[src/rtl/alu_4_bit_req_sequencer.sv]
// alu_4_bit_req_sequencer
//   Clocked initiator for the combinational alu_4_bit. A request accepted on the
//   req_* valid/ready port is registered onto alu_*. The operands are held for a
//   settle time, then the ALU outputs are captured into rsp_*. Add/subtract results
//   are compared against a 5-bit golden model, and the result is returned on the
//   rsp_* valid/ready port.
// Ports
//   Clk, Resetb           clock; synchronous active-low reset
//   req_valid/req_ready   request handshake; req_A/B/AINV/BNEG/Opr = operation
//   alu_A/B/AINV/BNEG/Opr registered drive to alu_4_bit
//   alu_RESULT/OVERFLOW/ZERO/COUT  ALU outputs
//   rsp_valid/rsp_ready   response handshake; rsp_RESULT/OVERFLOW/ZERO/COUT captured
//   rsp_checked           operation was compared against the golden model
//   rsp_mismatch          checked, and a captured field differs from the model
//   test_count            completed transactions (saturating)
//   error_count           completed transactions with a mismatch (saturating)
module alu_4_bit_req_sequencer #(
  parameter int unsigned SETTLE_CYCLES = 1,
  parameter int unsigned CNT_W         = 8
) (
  input  logic             Clk,
  input  logic             Resetb,
  input  logic             req_valid,
  output logic             req_ready,
  input  logic [3:0]       req_A,
  input  logic [3:0]       req_B,
  input  logic             req_AINV,
  input  logic             req_BNEG,
  input  logic [1:0]       req_Opr,
  output logic [3:0]       alu_A,
  output logic [3:0]       alu_B,
  output logic             alu_AINV,
  output logic             alu_BNEG,
  output logic [1:0]       alu_Opr,
  input  logic [3:0]       alu_RESULT,
  input  logic             alu_OVERFLOW,
  input  logic             alu_ZERO,
  input  logic             alu_COUT,
  output logic             rsp_valid,
  input  logic             rsp_ready,
  output logic [3:0]       rsp_RESULT,
  output logic             rsp_OVERFLOW,
  output logic             rsp_ZERO,
  output logic             rsp_COUT,
  output logic             rsp_checked,
  output logic             rsp_mismatch,
  output logic [CNT_W-1:0] test_count,
  output logic [CNT_W-1:0] error_count
);

  // A settle time of 0 would skip the capture edge, so it is raised to 1.
  localparam int unsigned   SETTLE_EFF  = (SETTLE_CYCLES == 0) ? 1 : SETTLE_CYCLES;
  localparam int unsigned   SW          = $clog2(SETTLE_EFF + 1);
  localparam logic [SW-1:0] SETTLE_LOAD = SW'(SETTLE_EFF);
  localparam logic [SW-1:0] CNT_ONE     = SW'(1);

  typedef enum logic [1:0] {IDLE, SETTLE, RESP} state_t;

  state_t        state;
  logic [SW-1:0] settle_cnt;

  logic [4:0] gold_sum;
  logic       gold_v;
  logic       gold_z;
  logic       chk;
  logic       mis;

  assign req_ready = (state == IDLE) & Resetb;
  assign rsp_valid = (state == RESP);

  // Golden model evaluated on the operands currently held on the ALU.
  always_comb begin
    gold_sum = '0;
    gold_v   = 1'b0;
    if (alu_BNEG) begin
      gold_sum = {1'b0, alu_A} + {1'b0, ~alu_B} + 5'd1;
      gold_v   = (alu_A[3] != alu_B[3]) && (gold_sum[3] != alu_A[3]);
    end else begin
      gold_sum = {1'b0, alu_A} + {1'b0, alu_B};
      gold_v   = (alu_A[3] == alu_B[3]) && (gold_sum[3] != alu_A[3]);
    end
    gold_z = (gold_sum[3:0] == 4'd0);
    chk    = (alu_Opr == 2'd2) && !alu_AINV;
    mis    = chk && ((alu_RESULT != gold_sum[3:0]) || (alu_OVERFLOW != gold_v) ||
                     (alu_ZERO != gold_z) || (alu_COUT != gold_sum[4]));
  end

  always_ff @(posedge Clk) begin
    if (!Resetb) begin
      state        <= IDLE;
      settle_cnt   <= '0;
      alu_A        <= '0;
      alu_B        <= '0;
      alu_AINV     <= 1'b0;
      alu_BNEG     <= 1'b0;
      alu_Opr      <= '0;
      rsp_RESULT   <= '0;
      rsp_OVERFLOW <= 1'b0;
      rsp_ZERO     <= 1'b0;
      rsp_COUT     <= 1'b0;
      rsp_checked  <= 1'b0;
      rsp_mismatch <= 1'b0;
      test_count   <= '0;
      error_count  <= '0;
    end else begin
      case (state)
        IDLE: begin
          if (req_valid) begin
            alu_A      <= req_A;
            alu_B      <= req_B;
            alu_AINV   <= req_AINV;
            alu_BNEG   <= req_BNEG;
            alu_Opr    <= req_Opr;
            settle_cnt <= SETTLE_LOAD;
            state      <= SETTLE;
          end
        end
        SETTLE: begin
          settle_cnt <= settle_cnt - 1'b1;
          if (settle_cnt == CNT_ONE) begin
            rsp_RESULT   <= alu_RESULT;
            rsp_OVERFLOW <= alu_OVERFLOW;
            rsp_ZERO     <= alu_ZERO;
            rsp_COUT     <= alu_COUT;
            rsp_checked  <= chk;
            rsp_mismatch <= mis;
            state        <= RESP;
          end
        end
        RESP: begin
          if (rsp_ready) begin
            state <= IDLE;
            if (test_count != '1) test_count <= test_count + 1'b1;
            if (rsp_mismatch && (error_count != '1)) error_count <= error_count + 1'b1;
          end
        end
        default: state <= IDLE;
      endcase
    end
  end

endmodule

[config.mk]
export PLATFORM = sky130hd
export DESIGN_NAME = alu_4_bit_req_sequencer
export DESIGN_NICKNAME = d
export VERILOG_FILES = /design/src/rtl/alu_4_bit_req_sequencer.sv
export SDC_FILE = /design/constraint.sdc
export NUM_CORES = 1
export LEC_CHECK = 0
export ABC_AREA = 0
export CORE_ASPECT_RATIO = 0.5
export CORE_MARGIN = 2
export CORE_UTILIZATION = 28
export DETAILED_ROUTE_END_ITERATION = 8
export PLACE_DENSITY = 0.57
export SLEW_MARGIN = 20
export SYNTH_ARGS = -nofsm -noshare
export SYNTH_HDL_FRONTEND = slang
export SYNTH_SLANG_ARGS = --single-unit
export TNS_END_PERCENT = 5
[constraint.sdc]
create_clock -name Clk -period 3.4 [get_ports Clk]
set_input_delay 0.51 -clock Clk [delete_from_list [all_inputs] [get_ports Clk]]
set_output_delay 0.51 -clock Clk [all_outputs]
set_load 0.03 [all_outputs]
==> results.sh <==
export IMPL_outcome="completed"
export IMPL_grt_pass1_wl_um=8430
export IMPL_rsz0062_at_grt="false"
export IMPL_core_area_sq_um=7240
export IMPL_vias=1821
export IMPL_io_pin_count=62
export IMPL_endpoint_kind="primary output"
export IMPL_nNetsFinal=337
export IMPL_worstHoldPathType="reg -> reg"
export IMPL_antenna_found_initial=0
export IMPL_initial_core_util_pct=28.5
export IMPL_period_share_pct=72.5
export IMPL_syn_to_final_growth_pct=40.8
export IMPL_fmax_mhz=406
export IMPL_synthCells=242
export IMPL_diodes=0
export IMPL_fill_cells=738
export IMPL_cts_root_buf="clkbuf_16"
export IMPL_r2r_cells=7
export IMPL_syn_area_per_cell_sq_um=8.53
export IMPL_ys_warn_count=0
export IMPL_start_kind="primary input"
export IMPL_r2r_slack_ps=1050
export IMPL_io_buffers=61
export IMPL_max_slew_worst_pin_slew_ps=656
export IMPL_reg2reg_from="alu_B[2]"
export IMPL_place_ws_ps=913
export IMPL_drt_first_pass_iters=4
export IMPL_gr_total_overflow=0
export IMPL_async_flop_share_pct=0
export IMPL_rows=22
export IMPL_path_class="in -> out"
export IMPL_ys_flop_type="dfxtp_1"
export IMPL_ctsResizeCount=0
export IMPL_ctsHoldBuffers=0
export IMPL_clock_latency_ps=280
export IMPL_critPathLaunch="Resetb"
export IMPL_ys_ff_latch=40
export IMPL_slew_violations=0
export IMPL_drive_gt1_share_pct=4.29
export IMPL_finalSetupViolCount=0
export IMPL_crit_required_ps=2890
export IMPL_yosysUniqueCellTypes=42
export IMPL_fp_dieW_um=125
export IMPL_crit_end="req_ready"
export IMPL_hold_viol=0
export IMPL_post_cts_buffers=0
export IMPL_ant_nets=0
export IMPL_clk_path_buf_depth=2
export IMPL_grt_pass1_vias=1852
export IMPL_gp_congestion=0.763
export IMPL_syn_cell_area_sq_um=2060
export IMPL_grt_usage_pct=12.6
export IMPL_max_slew_margin_pct=56.1
export IMPL_cp_max_fo=5
export IMPL_grt_max_degree=38
export IMPL_fin_ws_ps=935
export IMPL_fin_crit_ps=2470
export IMPL_finClkSkew_ps=3.90
export IMPL_cts_clk_slew_worst_paths_ps=60
export IMPL_wire_per_inst_um=12.4
export IMPL_ir_drop_mv=0.197
export IMPL_fin_setup_tns_ps=0
export IMPL_p_leak_nw=1.10
export IMPL_worstPathArrival_ps=1960
export IMPL_reg2reg_to="rsp_mismatch"
export IMPL_routed_wl_um=4950
export IMPL_cts_inserted_buffers=5
export IMPL_drc=0
export IMPL_synth_nets=277
export IMPL_cts_htree_levels=2
export IMPL_cts_tree="yes"
export IMPL_die_area_sq_um=8110
export IMPL_cts_sinks=40
export IMPL_fin_util_pct=40.1
export IMPL_ys_seq_area_share_pct=38.8
export IMPL_power_density_nw_per_um2=408
export IMPL_viasPerCell=4.56
export IMPL_dpl_hpwl_um=3810
export IMPL_cap_viol_max_count=0
export IMPL_drt_iter0_markers=89
export IMPL_die_h_um=64.7
export IMPL_synth_edf_count=0
==> registers in the layout, summed over array words and instances, names as in the netlist <==
name,cells
alu_A,4
alu_AINV,1
alu_B,4
alu_BNEG,1
alu_Opr,2
error_count,8
rsp_COUT,1
rsp_OVERFLOW,1
rsp_RESULT,4
rsp_ZERO,1
rsp_checked,1
rsp_mismatch,1
settle_cnt,1
state,2
test_count,8
==> report_power, final <==
part / internal (mW) / switching [mW] / leakage [nW]
combinational: 0.0976 / 0.113 / 0.707
clock: 0.292 / 0.179 / 0.0701
sequential: 0.485 / 0.0179 / 0.325
==> cells in the mapped netlist, types with 2 or more instances <==
cell type | count | area, sq um
dfxtp_1 | 40 | 801
nand2_1 | 37 | 139
nor2_1 | 31 | 116
a21oi_1 | 20 | 100
inv_1 | 12 | 45.0
mux2i_1 | 11 | 110
ha_1 | 10 | 125
xnor2_1 | 9 | 78.8
xor2_1 | 9 | 78.8
nand4_1 | 7 | 43.8
nand3_1 | 5 | 25.0
clkbuf_1 | 4 | 15.0
and3_1 | 3 | 18.8
nand3b_1 | 3 | 22.5
nor2b_1 | 3 | 18.8
o21ai_1 | 3 | 15.0
and2_1 | 2 | 12.5
buf_1 | 2 | 7.51
fa_1 | 2 | 40.0
inv_2 | 2 | 7.51
nand2b_1 | 2 | 12.5
nor4b_1 | 2 | 17.5
o21bai_1 | 2 | 15.0
o31ai_1 | 2 | 15.0
or3_1 | 2 | 12.5
==> kinds of logic (layout without fill, tap and decap cells) <==
kind of cell	Yosys count	after routing	share of synthesized area [%]
simple gates	102	102	23.3
flops	40	40	38.8
fa+ha+maj	12	12	8.00
xor+xnor	18	18	7.64
mux	11	11	5.34
buf+inv	22	83	4.43
compound gates	37	37	12.4
==> stage by stage <==
step	std cells	hold slack (ps)	power (mW)	cell area, sq um
floorplan	242	441	0.645	2060
global placement	391	444	0.720	2760
detailed placement	391	448	0.724	2760
CTS	399	478	1.20	2910
global route	399	513	1.25	2910
finish	399	479	1.18	2910
==> cell usage in the layout, fill, tap and decap left out, drive strengths merged <==
| master | n |
|---|---|
| and3 | 3 |
| nor3 | 1 |
| a32oi | 1 |
| clkdlybuf4s50 | 61 |
| nor2 | 31 |
| ha | 10 |
| inv | 14 |
| a21boi | 1 |
| xnor2 | 9 |
| a21oi | 20 |
| o21bai | 2 |
| xor2 | 9 |
| a221oi | 1 |
| clkbuf | 7 |
| o31ai | 2 |
| or4b | 1 |
| nor2b | 3 |
| or2 | 1 |
| clkinvlp | 1 |
| mux2i | 11 |
| nand2b | 2 |
| dfxtp | 40 |
| o21ai | 4 |
| nand2 | 37 |
| nand3 | 5 |
| nor4b | 2 |
| o22ai | 1 |
| nand4 | 7 |
| a31oi | 1 |
| or3 | 2 |
| and2 | 2 |
| a311oi | 2 |
| nand3b | 3 |
| o41a | 1 |
| fa | 2 |
| and4 | 1 |
| a2111oi | 1 |
| and3b | 1 |
==> layout make-up <==
cell class / instances / area [sq um] / area share [%]
Inverter: 14 / 52.6 / 1.81
Tap cell: 96 / 120 / 4.13
Sequential cell: 40 / 801 / 27.6
Clock inverter: 1 / 7.51 / 0.258
Clock buffer: 7 / 143 / 4.91
Multi-Input combinational cell: 180 / 1170 / 40.3
Timing Repair Buffer: 61 / 611 / 21.0
==> worst min path at each step <==
stage,start,endpoint,cells after the start
finish,alu_Opr[1],alu_Opr[1],2
global route,rsp_OVERFLOW,rsp_OVERFLOW,2
CTS,settle_cnt,settle_cnt,2
detailed placement,rsp_checked,rsp_checked,2
global placement,rsp_checked,rsp_checked,2
floorplan,settle_cnt,settle_cnt,2
==> critical path: stages <==
cell and delay (ps):
clkdlybuf4s50_1 580, nand2b_1 100, nor2_1 90, clkdlybuf4s50_1 670
==> layer usage <==
metal	wire length (um)	GRT usage [%]	vias to the layer above
met5	0	0	-
met4	23	2.92	0
met3	100	2.31	2
met2	2520	23.8	14
met1	2310	15.0	870
li1	-	-	935
(Power assumes the default switching activity.)
